`src/rtl/debounce_sync.sv`:
```
// Debounces and synchronizes a bouncy asynchronous 1-bit input into a clean registered level,
// with single-cycle rise/fall pulses and a busy flag while a candidate transition is qualified.
module debounce_sync #(
  parameter int   SYNC_STAGES   = 2,
  parameter int   STABLE_CYCLES = 4,
  parameter logic RESET_LEVEL   = 1'b0,
  parameter int   CNT_W         = $clog2(STABLE_CYCLES + 1)
) (
  input  logic clk,
  input  logic rst,
  input  logic din,
  output logic level,
  output logic rise,
  output logic fall,
  output logic busy
);

  localparam logic [1:0] STABLE_LO = 2'd0;
  localparam logic [1:0] CHECK_HI  = 2'd1;
  localparam logic [1:0] STABLE_HI = 2'd2;
  localparam logic [1:0] CHECK_LO  = 2'd3;

  localparam logic [1:0]       RESET_STATE = RESET_LEVEL ? STABLE_HI : STABLE_LO;
  localparam logic [CNT_W-1:0] CNT_ZERO    = '0;
  localparam logic [CNT_W-1:0] CNT_ONE     = CNT_W'(1);
  localparam logic [CNT_W-1:0] CNT_LAST    = CNT_W'(STABLE_CYCLES - 1);
  // With a one-sample qualification window the CHECK states are bypassed entirely.
  localparam bit               SINGLE      = (STABLE_CYCLES == 1);

  logic [SYNC_STAGES-1:0] sync_chain;
  logic                   sync_q;

  logic [1:0]       state_q, state_d;
  logic [CNT_W-1:0] cnt_q, cnt_d;
  logic             level_q, level_d;
  logic             rise_q, rise_d;
  logic             fall_q, fall_d;
  logic             busy_q, busy_d;

  // Plain shift chain: nothing may sit between the metastability-hardening flops.
  always_ff @(posedge clk) begin
    if (rst) begin
      sync_chain <= {SYNC_STAGES{RESET_LEVEL}};
    end else begin
      sync_chain <= {sync_chain[SYNC_STAGES-2:0], din};
    end
  end

  assign sync_q = sync_chain[SYNC_STAGES-1];

  always_comb begin
    state_d = state_q;
    cnt_d   = cnt_q;
    level_d = level_q;
    rise_d  = 1'b0;
    fall_d  = 1'b0;

    case (state_q)
      STABLE_LO: begin
        if (sync_q) begin
          if (SINGLE) begin
            state_d = STABLE_HI;
            level_d = 1'b1;
            rise_d  = 1'b1;
            cnt_d   = CNT_ZERO;
          end else begin
            state_d = CHECK_HI;
            cnt_d   = CNT_ONE;
          end
        end
      end

      CHECK_HI: begin
        if (!sync_q) begin
          state_d = STABLE_LO;
          cnt_d   = CNT_ZERO;
        end else if (cnt_q >= CNT_LAST) begin
          state_d = STABLE_HI;
          level_d = 1'b1;
          rise_d  = 1'b1;
          cnt_d   = CNT_ZERO;
        end else begin
          cnt_d = cnt_q + CNT_ONE;
        end
      end

      STABLE_HI: begin
        if (!sync_q) begin
          if (SINGLE) begin
            state_d = STABLE_LO;
            level_d = 1'b0;
            fall_d  = 1'b1;
            cnt_d   = CNT_ZERO;
          end else begin
            state_d = CHECK_LO;
            cnt_d   = CNT_ONE;
          end
        end
      end

      CHECK_LO: begin
        if (sync_q) begin
          state_d = STABLE_HI;
          cnt_d   = CNT_ZERO;
        end else if (cnt_q >= CNT_LAST) begin
          state_d = STABLE_LO;
          level_d = 1'b0;
          fall_d  = 1'b1;
          cnt_d   = CNT_ZERO;
        end else begin
          cnt_d = cnt_q + CNT_ONE;
        end
      end

      default: begin
        state_d = level_q ? STABLE_HI : STABLE_LO;
        cnt_d   = CNT_ZERO;
      end
    endcase

    busy_d = (state_d == CHECK_HI) || (state_d == CHECK_LO);
  end

  always_ff @(posedge clk) begin
    if (rst) begin
      state_q <= RESET_STATE;
      cnt_q   <= CNT_ZERO;
      level_q <= RESET_LEVEL;
      rise_q  <= 1'b0;
      fall_q  <= 1'b0;
      busy_q  <= 1'b0;
    end else begin
      state_q <= state_d;
      cnt_q   <= cnt_d;
      level_q <= level_d;
      rise_q  <= rise_d;
      fall_q  <= fall_d;
      busy_q  <= busy_d;
    end
  end

  assign level = level_q;
  assign rise  = rise_q;
  assign fall  = fall_q;
  assign busy  = busy_q;

endmodule

```
`config.mk`:
```
export PLATFORM = sky130hd
export DESIGN_NAME = debounce_sync
export DESIGN_NICKNAME = d
export VERILOG_FILES = /design/src/rtl/debounce_sync.sv
export SDC_FILE = /design/constraint.sdc
export NUM_CORES = 1
export LEC_CHECK = 0
export CAP_MARGIN = 15
export CORE_AREA = 2 2 39 41
export DETAILED_ROUTE_END_ITERATION = 12
export DIE_AREA = 0 0 41 43
export PLACE_DENSITY = 0.61
export REMOVE_ABC_BUFFERS = 1
export SLEW_MARGIN = 20
export SYNTH_ARGS = -nofsm -noshare
export SYNTH_HDL_FRONTEND = slang
export SYNTH_SLANG_ARGS = --single-unit
```
`constraint.sdc`:
```
create_clock -name clk -period 2.1 [get_ports clk]
set_input_delay 0.315 -clock clk [delete_from_list [all_inputs] [get_ports clk]]
set_output_delay 0.315 -clock clk [all_outputs]
set_load 0.005 [all_outputs]
```
## Word-level counts from Yosys, hierarchy flattened

Index checks and enable logic that the tools add are counted.

- Magnitude comparators: 1
- Mux-type cells: 19
- Equal/unequal tests: 11
- Add/sub/neg operators: 1
- Reduce and logical (&&, ||, !) cells: 7
- Bitwise logic cells: 3

Operators with widths:

| kind | number |
|---|---|
| $mux W3 | 5 |
| $mux W2 | 6 |
| $ne A2 B2 Y1 const B | 6 |
| $pmux W3 S4 | 1 |
| $pmux W2 S4 | 1 |
| $eq A2 B2 Y1 const B | 3 |
| $reduce_or A3 Y1 | 2 |
| $mux W1 | 5 |
| $reduce_and A5 Y1 | 1 |
| $eq A2 B1 Y1 const B | 2 |
| $add A3 B1 Y3 const B | 1 |
| $ge A3 B2 Y1 const B | 1 |
| $not A1 Y1 | 3 |
| $logic_not A2 Y1 | 1 |
| $pmux W1 S2 | 1 |
| $reduce_and A2 Y1 | 1 |
| $reduce_bool A2 Y1 | 1 |
| $logic_or A1 B1 Y1 | 1 |

- Logic and storage cells: 49
- Bits in registers: 11
- Output and inout port bits: 4
- Input bits: 3

## Longest topological paths before layout

Gate-level depths: netlist of the first run.

- Depth after elaboration: 6
- Gate-level depth with buffers: 5
- Gate-level depth less buffers: 5

## Worst setup path before layout of the first run

OpenSTA, ideal clock, no wires.

- Path kind: reg2reg
- Start: register cnt_q[0]
- End: register level_q (netlist: level)
- Buffers on the path: 0
- Data arrival time: 1,233 ps
- Setup slack: 729 ps
- Setup time: 138 ps
- Required time: 1,962 ps
- Cell stages (with the launch flop): 6
- Period minus slack after synthesis: 1,371 ps
- Cells stage by stage: dfxtp_1 > ha_1 > ha_1 > a211oi_4 > nand2b_4 > o311ai_1

- Word-level cells in the longest chain between the ends: 3
- Elaborated cells between the ends (all ways): 4
- Those cells by class: 1 x order compare; 2 x eq/ne; 1 x reduce/logical

RTL lines:

| item | RTL line | source |
|---|---|---|
| start, declared | 34 | `logic [CNT_W-1:0] cnt_q, cnt_d;` |
| start signal, assigned | 134 | `cnt_q <= cnt_d;` |
| $ge A3 B2 Y1 * | 77, 105 |  |
| $ne A2 B2 Y1 (no source line) | n/a |  |
| $reduce_and A5 Y1 (no source line) * | n/a |  |
| end signal, assigned | 135 | `level_q <= level_d;` |
| end, declared | 35 | `logic level_q, level_d;` |

Every way passes the cells marked *; elsewhere a longest branch is shown, timed or not.
A chain may end at the register's enable or synchronous reset.

## Worst setup path after layout of the first run

- Start: register busy_q (netlist: busy)
- End: output port busy

RTL lines:

| item | RTL line | source |
|---|---|---|
| start, declared | 38 | `logic busy_q, busy_d;` |
| start signal, assigned | 138 | `busy_q <= busy_d;` |
| end, declared | 15 | `output logic busy` |

No word-level cell between the ends.

==> results_dict.tcl, run 1 <==
set metrics [dict create \
    drc 0 \
    synth_top_flop_cell "dfxtp_1" \
    antenna_found_initial 0 \
    setup_tns_ns 0 \
    cts_setup_buffers 0 \
    cts_resized 0 \
    relSlewSlack 0.766 \
    drtIter0Drc 4 \
    synth-edff-count 0 \
    fillers 143 \
    gp_congestion 0.633 \
    coreArea_mm2 0.00138 \
    syn_inst 42 \
    cts_inserted_buffers 3 \
    synth_area_leaders "dfxtp_1 (48%), ha_1 (6.0%), a211oi_4 (4.8%)" \
    setup_ws_ns 0.505 \
    clock_latency_ns 0.26 \
    grt.busiest_layer "met1" \
    fin_crit_ns 1.59 \
    path_cells "clkdlybuf4s50_1" \
    cts_max_level 1 \
    critPathMaxFanout 6 \
    status "finished clean" \
    post-synth-top-area-cell "dfxtp_1" \
    routedWlPerCell_um 10.2 \
    clkSinkCount 10 \
    fp.dieArea_mm2 0.00176 \
    cpPeakStageDelay_ns 0.55 \
    diodes 0 \
    critPathTopFamily "buffers and inverters" \
    post-dp-hpwl_um 503 \
    grt_max_degree 11 \
    setup_viol_count_final 0 \
    final_core_util 0.384 \
    maxCapViolations 0 \
    cts_tree "built" \
    required_ns 1.78 \
    start_kind "flop" \
    cellPowerDensity_mw_per_mm2 748 \
    drv_slew 0 \
    syn_area_um2 419 \
    stdcell_count 67 \
    critPathSlowestCell "clkdlybuf4s50_1" \
    num_rows 14 \
    ys_seq_area_frac 0.478 \
    post-place-ws_ns 0.590 \
    drtPass1Iterations 4 \
    finalClockSkew_ns 0.00474 \
    dp.cells 63 \
    grt_pass1_wl_um 1060 \
    drive_gt1_frac 0.118 \
    crit_arrival_ns 1.28 \
    post-route-period-util 0.759 \
    vdd_drop_max_uv 330 \
    async_flop_share 0 \
    gr-usage-all-layers 0.0948 \
    grtUsageMet3 0.0785 \
    grt_pass1_vias 246 \
    vias_per_cell 4.81 \
    die_w_um 41 \
    max_freq_mhz 627 \
    antenna_left 0 \
    worst_pin_slew_ns 0.349 \
    cp-end-kind "output pin" \
    cts_hold_buffers 0 \
    synth_top_area_share 0.478 \
    grt_util_met1 0.124 \
    clk_path_buf_depth 2 \
    ys_seq_elements 10 \
    total_leakage_power_nw 0.199 \
    finalWirelength_um 686 \
    io_pins 7 \
    start_util 0.303 \
    total_power_uw 397 \
    rsz0062_at_grt "false" \
    synthToLayoutAreaGrowth_pct 26.9 \
    num_vias 322 \
    avgSynthCellArea_um2 9.98 \
    ys_warn_count 0 \
    path_clk_slew_ns 0.07 \
    min_path_type "reg -> reg" \
    final_hold_viol_count 0 \
    crit_type "reg -> out" \
    buffer_ports.inserted 6 \
    met2_usage 0.109 \
    nNetsFinal 57 \
    cts-root-buf "clkbuf_4" \
    rrSetupSlack_ns 0.62 \
    cp_num_buf_inv 1 \
    yosysUniqueCellTypes 22 \
    grt_overflow 0 \
    die_h_um 43 \
]
[cells by family after synthesis]
group / synth area share
compound gates: 0.152
simple gates: 0.224
xor+xnor: 0.0418
fa+ha+maj: 0.0597
flops: 0.478
buf+inv: 0.0448
[flip-flops by register name, indices dropped and copies added (netlist names)]
name and flops:
cnt_q 3, sync_chain 2, busy 1, fall 1, level 1, rise 1
state_q 1
[cell usage in the layout (no fill, tap or decap), types with 2 or more instances in the layout]
cell type | netlist | final
a21oi_1 | 3 | 3
nor3_1 | 2 | 2
ha_1 | 2 | 2
o311ai_1 | 2 | 2
nand3_1 | 3 | 3
nor2b_1 | 2 | 2
dfxtp_1 | 10 | 10
inv_1 | 4 | 4
clkdlybuf4s50_1 | 0 | 6
clkbuf_4 | 0 | 3
[per-stage QoR]
step	hold WS (ns)	instance area [µm²]
after floorplan	0.384	415
after global placement	0.430	495
after detailed placement	0.431	495
after CTS	0.446	532
after global routing	0.482	532
final	0.442	532
[cells in the mapped netlist (2+ instances only)]
| cell type | instances |
|---|---|
| inv_1 | 4 |
| nand3_1 | 3 |
| o311ai_1 | 2 |
| nor3_1 | 2 |
| ha_1 | 2 |
| dfxtp_1 | 10 |
| a21oi_1 | 3 |
| nor2b_1 | 2 |
[per-layer routing]
metal  routed length, µm  vias up
li1                    -      167
met1                 358      146
met2                 276        7
met3                  34        2
met4                  17        0
met5                   0        -
[area by class of cell]
class                   count  area, µm²  area share
clock buffers               4       36.3      0.0682
inverters                   4       15.0      0.0282
multi-input cells          27        200       0.376
flip-flops and latches     10        200       0.376
well taps                  16       20.0      0.0376
repair buffers              6       60.1       0.113
[path summary, 6_finish.rpt]
path,start,end,depth (start not counted)
max,busy,busy,1
min,sync_chain[0],sync_chain[1],1
max reg2reg,cnt_q[0],level,5
min reg2reg,sync_chain[0],sync_chain[1],1
[where the power goes]
part / internal [mW] / switching [mW] / total (mW) / leakage [nW]
clock: 0.105 / 0.0634 / 0.169 / 0.0210
sequential: 0.196 / 0.00648 / 0.203 / 0.0814
combinational: 0.0158 / 0.0104 / 0.0262 / 0.0970
total: 0.317 / 0.0803 / 0.397 / 0.199
No activity file was read; power rests on OpenSTA's default activity.
==> run 2, diff against run 1 <==
PLACE_DENSITY = 0.63   (was 0.61)
clock period = 1.3 ns   (was 2.1 ns; I/O delays follow)
==> run 2 against run 1 <==
  * The run now ends with setup timing left
  * Clock-buffer cell count unchanged
  * Utilization up 7.8 points
  * Non-clock buffer count up 7
  * Die area unchanged
  * Final area up 20%
  * Flip-flop and latch count unchanged
  * Worst setup slack worse by 0.53 ns
  * Critical path depth up 5
  * Sequential share of layout area down 5.6 points
  * Register-to-register slack worse by 0.65 ns
  * Critical endpoint is now cnt_q[2]
  * Largest cell class is now multi-input gates
  * Largest power group unchanged
==> results_dict.tcl, run 2 (same netlist as run 1, synthesis figures left out) <==
set metrics [dict create \
    violations "setup timing" \
    min_to "sync_chain[1]" \
    path_clk_slew_ns 0.07 \
    setup_viol_count_final 4 \
    status "finished, violations left" \
    nNetsFinal 64 \
    wl_met1_um 433 \
    max_freq_mhz 754 \
    final_cell_mix "buf_4 (7), dfxtp_1 (6), inv_1 (4), dfxtp_2 (4)" \
    cts_setup_buffers 0 \
    final_common_cell "buf_4" \
    cts_max_level 1 \
    grt_overflow 0 \
    vdd_drop_max_uv 617 \
    r2r_end "cnt_q[2]" \
    die_h_um 43 \
    fp.dieArea_mm2 0.00176 \
    routed.top_layer "met4" \
    clkSinkCount 10 \
    cts_tree "built" \
    grt_max_degree 7 \
    reg_top3 "cnt_q x3, sync_chain x2" \
    total_leakage_power_nw 0.289 \
    num_rows 14 \
    fin_crit_ns 1.33 \
    rsz0062_at_grt "true" \
    post-dp-hpwl_um 615 \
    critPathMaxFanout 4 \
    dp.cells 70 \
    drtPass1Iterations 5 \
    buffer_ports.inserted 6 \
    finalClockSkew_ns 0.00144 \
    cts-root-buf "clkbuf_4" \
    drv_slew 0 \
    relSlewSlack 0.804 \
    die_w_um 41 \
    wl_met3_um 35 \
    setup_ws_ns -0.0257 \
    cp-end-kind "flop" \
    gp_congestion 0.775 \
    drtIter0Drc 3 \
    grt_pass1_vias 374 \
    start_util 0.303 \
    required_ns 1.50 \
    post-route-period-util 1.02 \
    holdPathStages 1 \
    worst_pin_slew_ns 0.289 \
    num_vias 362 \
    post-place-ws_ns -0.0928 \
    io_pins 7 \
    synthToLayoutAreaGrowth_pct 52.5 \
    fillers 129 \
    ff2ff_path_depth 6 \
    hold_start "sync_chain[0]" \
    crit_path_frequent_cell "ha_4" \
    crit_arrival_ns 1.52 \
    rrSetupSlack_ns -0.03 \
    critPathSlowestCell "dfxtp_2" \
    crit_type "reg -> reg" \
    clock_latency_ns 0.26 \
    coreArea_mm2 0.00138 \
    cts_hold_buffers 0 \
    routedWlPerCell_um 12.1 \
    largest_reg_flops 3 \
    clk_path_buf_depth 2 \
    path_cells "ha_4 -> ha_4 -> a211oi_4 -> buf_4 -> nand4b_1 -> a21oi_1" \
    antenna_left 0 \
    cpPeakStageDelay_ns 0.34 \
    maxCapViolations 0 \
    r2r-start "cnt_q[1]" \
    largest-register "cnt_q" \
    dr_wl_met2_um 414 \
    antenna_found_initial 0 \
    start_kind "flop" \
    grt_pass1_wl_um 1480 \
    finalWirelength_um 896 \
    final_hold_viol_count 0 \
    drc 0 \
    min_path_type "reg -> reg" \
    cellPowerDensity_mw_per_mm2 1040 \
    diodes 0 \
    stdcell_count 74 \
    drive_gt1_frac 0.379 \
    gr-usage-all-layers 0.121 \
    cts_inserted_buffers 3 \
    vias_per_cell 4.89 \
]
run 2: stage by stage:
stage	util	hold slack [ns]	instance area (µm²)	total power, mW	setup TNS [ns]
floorplan	-	0.264	415	0.352	-0.120
global placement	0.396	0.421	548	0.384	-0.151
detailed placement	0.396	0.432	548	0.384	-0.280
CTS	0.449	0.447	622	0.666	-0.289
global route	0.462	0.472	639	0.690	-0.294
finish	0.462	0.446	639	0.663	-0.0625
run 2: worst max-delay path by stage:
stage                       endpoint  slack [ns]     start  cells past startpoint
final                       cnt_q[2]       -0.03  cnt_q[1]                      6
after global routing        cnt_q[2]       -0.09  cnt_q[0]                      6
after CTS                   cnt_q[2]       -0.10  cnt_q[1]                      6
after detailed placement    cnt_q[2]       -0.09  cnt_q[0]                      6
after global placement    state_q[1]       -0.04  cnt_q[0]                      6
after floorplan                level       -0.07  cnt_q[0]                      5
run 2: layout make-up:
class	count	area, µm²	share of cell area
clock buffer	4	36.3	0.0568
inverter	4	15.0	0.0235
multi-input combinational	27	243	0.380
sequential	10	205	0.321
tap	16	20.0	0.0313
timing repair buffer	13	120	0.188
run 2: critical path: cells and delay by family (launching register included):
family | cells | cell delay (ns)
compound gates | 2 | 0.36
fa+ha+maj | 2 | 0.32
buf+inv | 1 | 0.17
flops | 1 | 0.34
simple gates | 1 | 0.08
run 2: per-layer routing:
metal / vias to the layer above / track usage
met5: - / 0
met4: 0 / 0.0600
met3: 2 / 0.0209
met2: 8 / 0.184
met1: 169 / 0.157
li1: 183 / -
run 2: repair_timing:
item | CTS | global route
endpoints found under the setup margin | 8 | 10
endpoints found under the hold margin | 0 | 0
pin swaps | 6 | 5
gates resized for setup | 9 | 6
run 2: report_power, final:
part	total, mW	internal, mW	leakage [nW]	switching [mW]
sequential	0.329	0.319	0.0831	0.00997
clock	0.277	0.170	0.0210	0.108
combinational	0.0565	0.0324	0.185	0.0241
total	0.663	0.521	0.289	0.142
==> run 3, diff against run 2 <==
ABC_AREA = 1   (was not set)
PLACE_DENSITY = 0.62   (was 0.63)
==> run 3 against run 2 <==
  * Critical path depth is 5 lower
  * Non-clock buffer count decreased by 3
  * Sequential share of layout area up 1.5 points
  * Critical endpoint is now fall
  * Total power shrank 4.8%
  * The flow now finishes without violations
  * Highest routed layer unchanged
==> results_dict.tcl, run 3 <==
set metrics [dict create \
    status "finished clean" \
    path_clk_slew_ns 0.07 \
    synth_commonest_cells "dfxtp_1 (10), inv_1 (10), nand2_1 (10)" \
    nNetsFinal 72 \
    die_w_um 41 \
    num_rows 14 \
    cts_setup_buffers 0 \
    syn_inst 52 \
    dpl_cell_area_um2 522 \
    fp.dieArea_mm2 0.00176 \
    cts_inserted_buffers 3 \
    dp.cells 78 \
    cp_num_buf_inv 1 \
    final_core_util 0.441 \
    cts_max_level 1 \
    grt_overflow 0 \
    stdcell_count 82 \
    antenna_found_initial 0 \
    synth-edff-count 0 \
    cellPowerDensity_mw_per_mm2 1030 \
    antenna_left 0 \
    maxCapViolations 0 \
    fillers 148 \
    cpPeakStageDelay_ns 0.49 \
    clkSinkCount 10 \
    drive_gt1_frac 0.364 \
    cts_hold_buffers 0 \
    max_freq_mhz 794 \
    die_h_um 43 \
    num_vias 361 \
    drc 0 \
    clk_path_buf_depth 2 \
    cts_tree "built" \
    gp_congestion 0.823 \
    critPathTopFamily "buffers and inverters" \
    yosysUniqueCellTypes 14 \
    gr-usage-all-layers 0.109 \
    grt_pass1_vias 326 \
    total_power_uw 631 \
    rrSetupSlack_ns 0.10 \
    synth_top_flop_cell "dfxtp_1" \
    coreArea_mm2 0.00138 \
    post-route-period-util 0.969 \
    ys_seq_elements 10 \
    crit_start "fall" \
    grt_pass1_wl_um 1250 \
    relSlewSlack 0.894 \
    worst_pin_slew_ns 0.159 \
    required_ns 1.11 \
    r2r-start "cnt_q[1]" \
    synth_area_leaders "dfxtp_1 (49%), inv_1 (9.1%), nand2_1 (9.1%)" \
    path_cells "clkdlybuf4s50_1" \
    critPathSlowestCell "clkdlybuf4s50_1" \
    final_area_um2 611 \
    post-dp-hpwl_um 586 \
    grt_max_degree 7 \
    reg_top3 "cnt_q x3, sync_chain x2" \
    cp-end-kind "output pin" \
    seq_area_um2 205 \
    ys_seq_area_frac 0.486 \
    syn_area_um2 412 \
    cts-root-buf "clkbuf_4" \
    drtPass1Iterations 2 \
    diodes 0 \
    clock_latency_ns 0.26 \
    vias_per_cell 4.40 \
    ys_warn_count 0 \
    start_util 0.297 \
    rsz0062_at_grt "false" \
    routedWlPerCell_um 9.50 \
    fin_crit_ns 1.26 \
    drtIter0Drc 5 \
    async_flop_share 0 \
    synthToLayoutAreaGrowth_pct 48.3 \
    final_cell_mix "inv_1 (9), nand2_1 (7), dfxtp_1 (6)" \
    min_path_type "reg -> reg" \
    total_leakage_power_nw 0.321 \
    drv_slew 0 \
    setup_viol_count_final 0 \
    buffer_ports.inserted 6 \
    synth_top_area_share 0.486 \
    finalClockSkew_ns 0.00477 \
    final_hold_viol_count 0 \
    cp.depth 1 \
    largest_reg_flops 3 \
    crit_type "reg -> out" \
    r2r_end "level" \
    crit_path_end "fall" \
    io_pins 7 \
    largest-register "cnt_q" \
    finalWirelength_um 779 \
    post-synth-top-area-cell "dfxtp_1" \
    ff2ff_path_depth 8 \
    start_kind "flop" \
    multi_input_area_um2 210 \
    holdPathStages 2 \
    vdd_drop_max_uv 710 \
    final_common_cell "inv_1" \
    critPathMaxFanout 1 \
    crit_arrival_ns 1.06 \
    avgSynthCellArea_um2 7.92 \
]
## run 3: area by class of cell
type | instances | share of cell area
repair buffers | 10 | 0.160
clock buffers | 4 | 0.0594
well taps | 16 | 0.0328
inverters | 11 | 0.0676
multi-input cells | 31 | 0.344
flip-flops and latches | 10 | 0.336
## run 3: per-layer routing
| metal | part of all wire | vias up | GRT usage |
|---|---|---|---|
| met5 | 0 | - | 0 |
| met4 | 0.044 | 0 | 0.120 |
| met3 | 0.035 | 5 | 0.0157 |
| met2 | 0.48 | 7 | 0.147 |
| met1 | 0.44 | 159 | 0.131 |
| li1 | - | 190 | - |
## run 3: power by group
group	total, mW	switching [mW]	leakage [nW]	internal [mW]
clock network	0.278	0.108	0.0210	0.170
logic	0.0367	0.0182	0.217	0.0185
registers	0.316	0.00392	0.0831	0.312
## run 3: how the worst min path moves through the flow
stage	to	start	slack, ns
6_report	sync_chain[1]	sync_chain[0]	0.42
5_1_grt	sync_chain[1]	sync_chain[0]	0.46
4_1_cts	sync_chain[1]	sync_chain[0]	0.43
3_5_place_dp	sync_chain[1]	sync_chain[0]	0.42
3_3_place_gp	sync_chain[1]	sync_chain[0]	0.41
2_1_floorplan	cnt_q[1]	rst	0.26
## run 3: through the flow
step / hold WS (ns) / setup TNS [ns] / worst slack, ns
after floorplan: 0.264 / 0 / 0.0731
after global placement: 0.405 / 0 / 0.0128
after detailed placement: 0.423 / -0.0162 / -0.0102
after CTS: 0.431 / 0 / 0.000662
after global routing: 0.464 / 0 / 0.00105
final: 0.422 / 0 / 0.0404
## run 3: cells by family (layout without fill, tap and decap cells)
logic type,Yosys count,count (layout),synth area share
AOI/OAI and AO/OA,5,5,0.0608
adders and majority gates,2,2,0.0608
buffers and inverters,11,25,0.100
DFF,10,10,0.486
and+or+nand+nor,24,24,0.292
## run 3: repair_timing
action | in CTS | in global routing
endpoints found under the setup margin | 4 | 9
gates resized for setup | 2 | 15
gates cloned | 0 | 0
pin swaps | 0 | 4
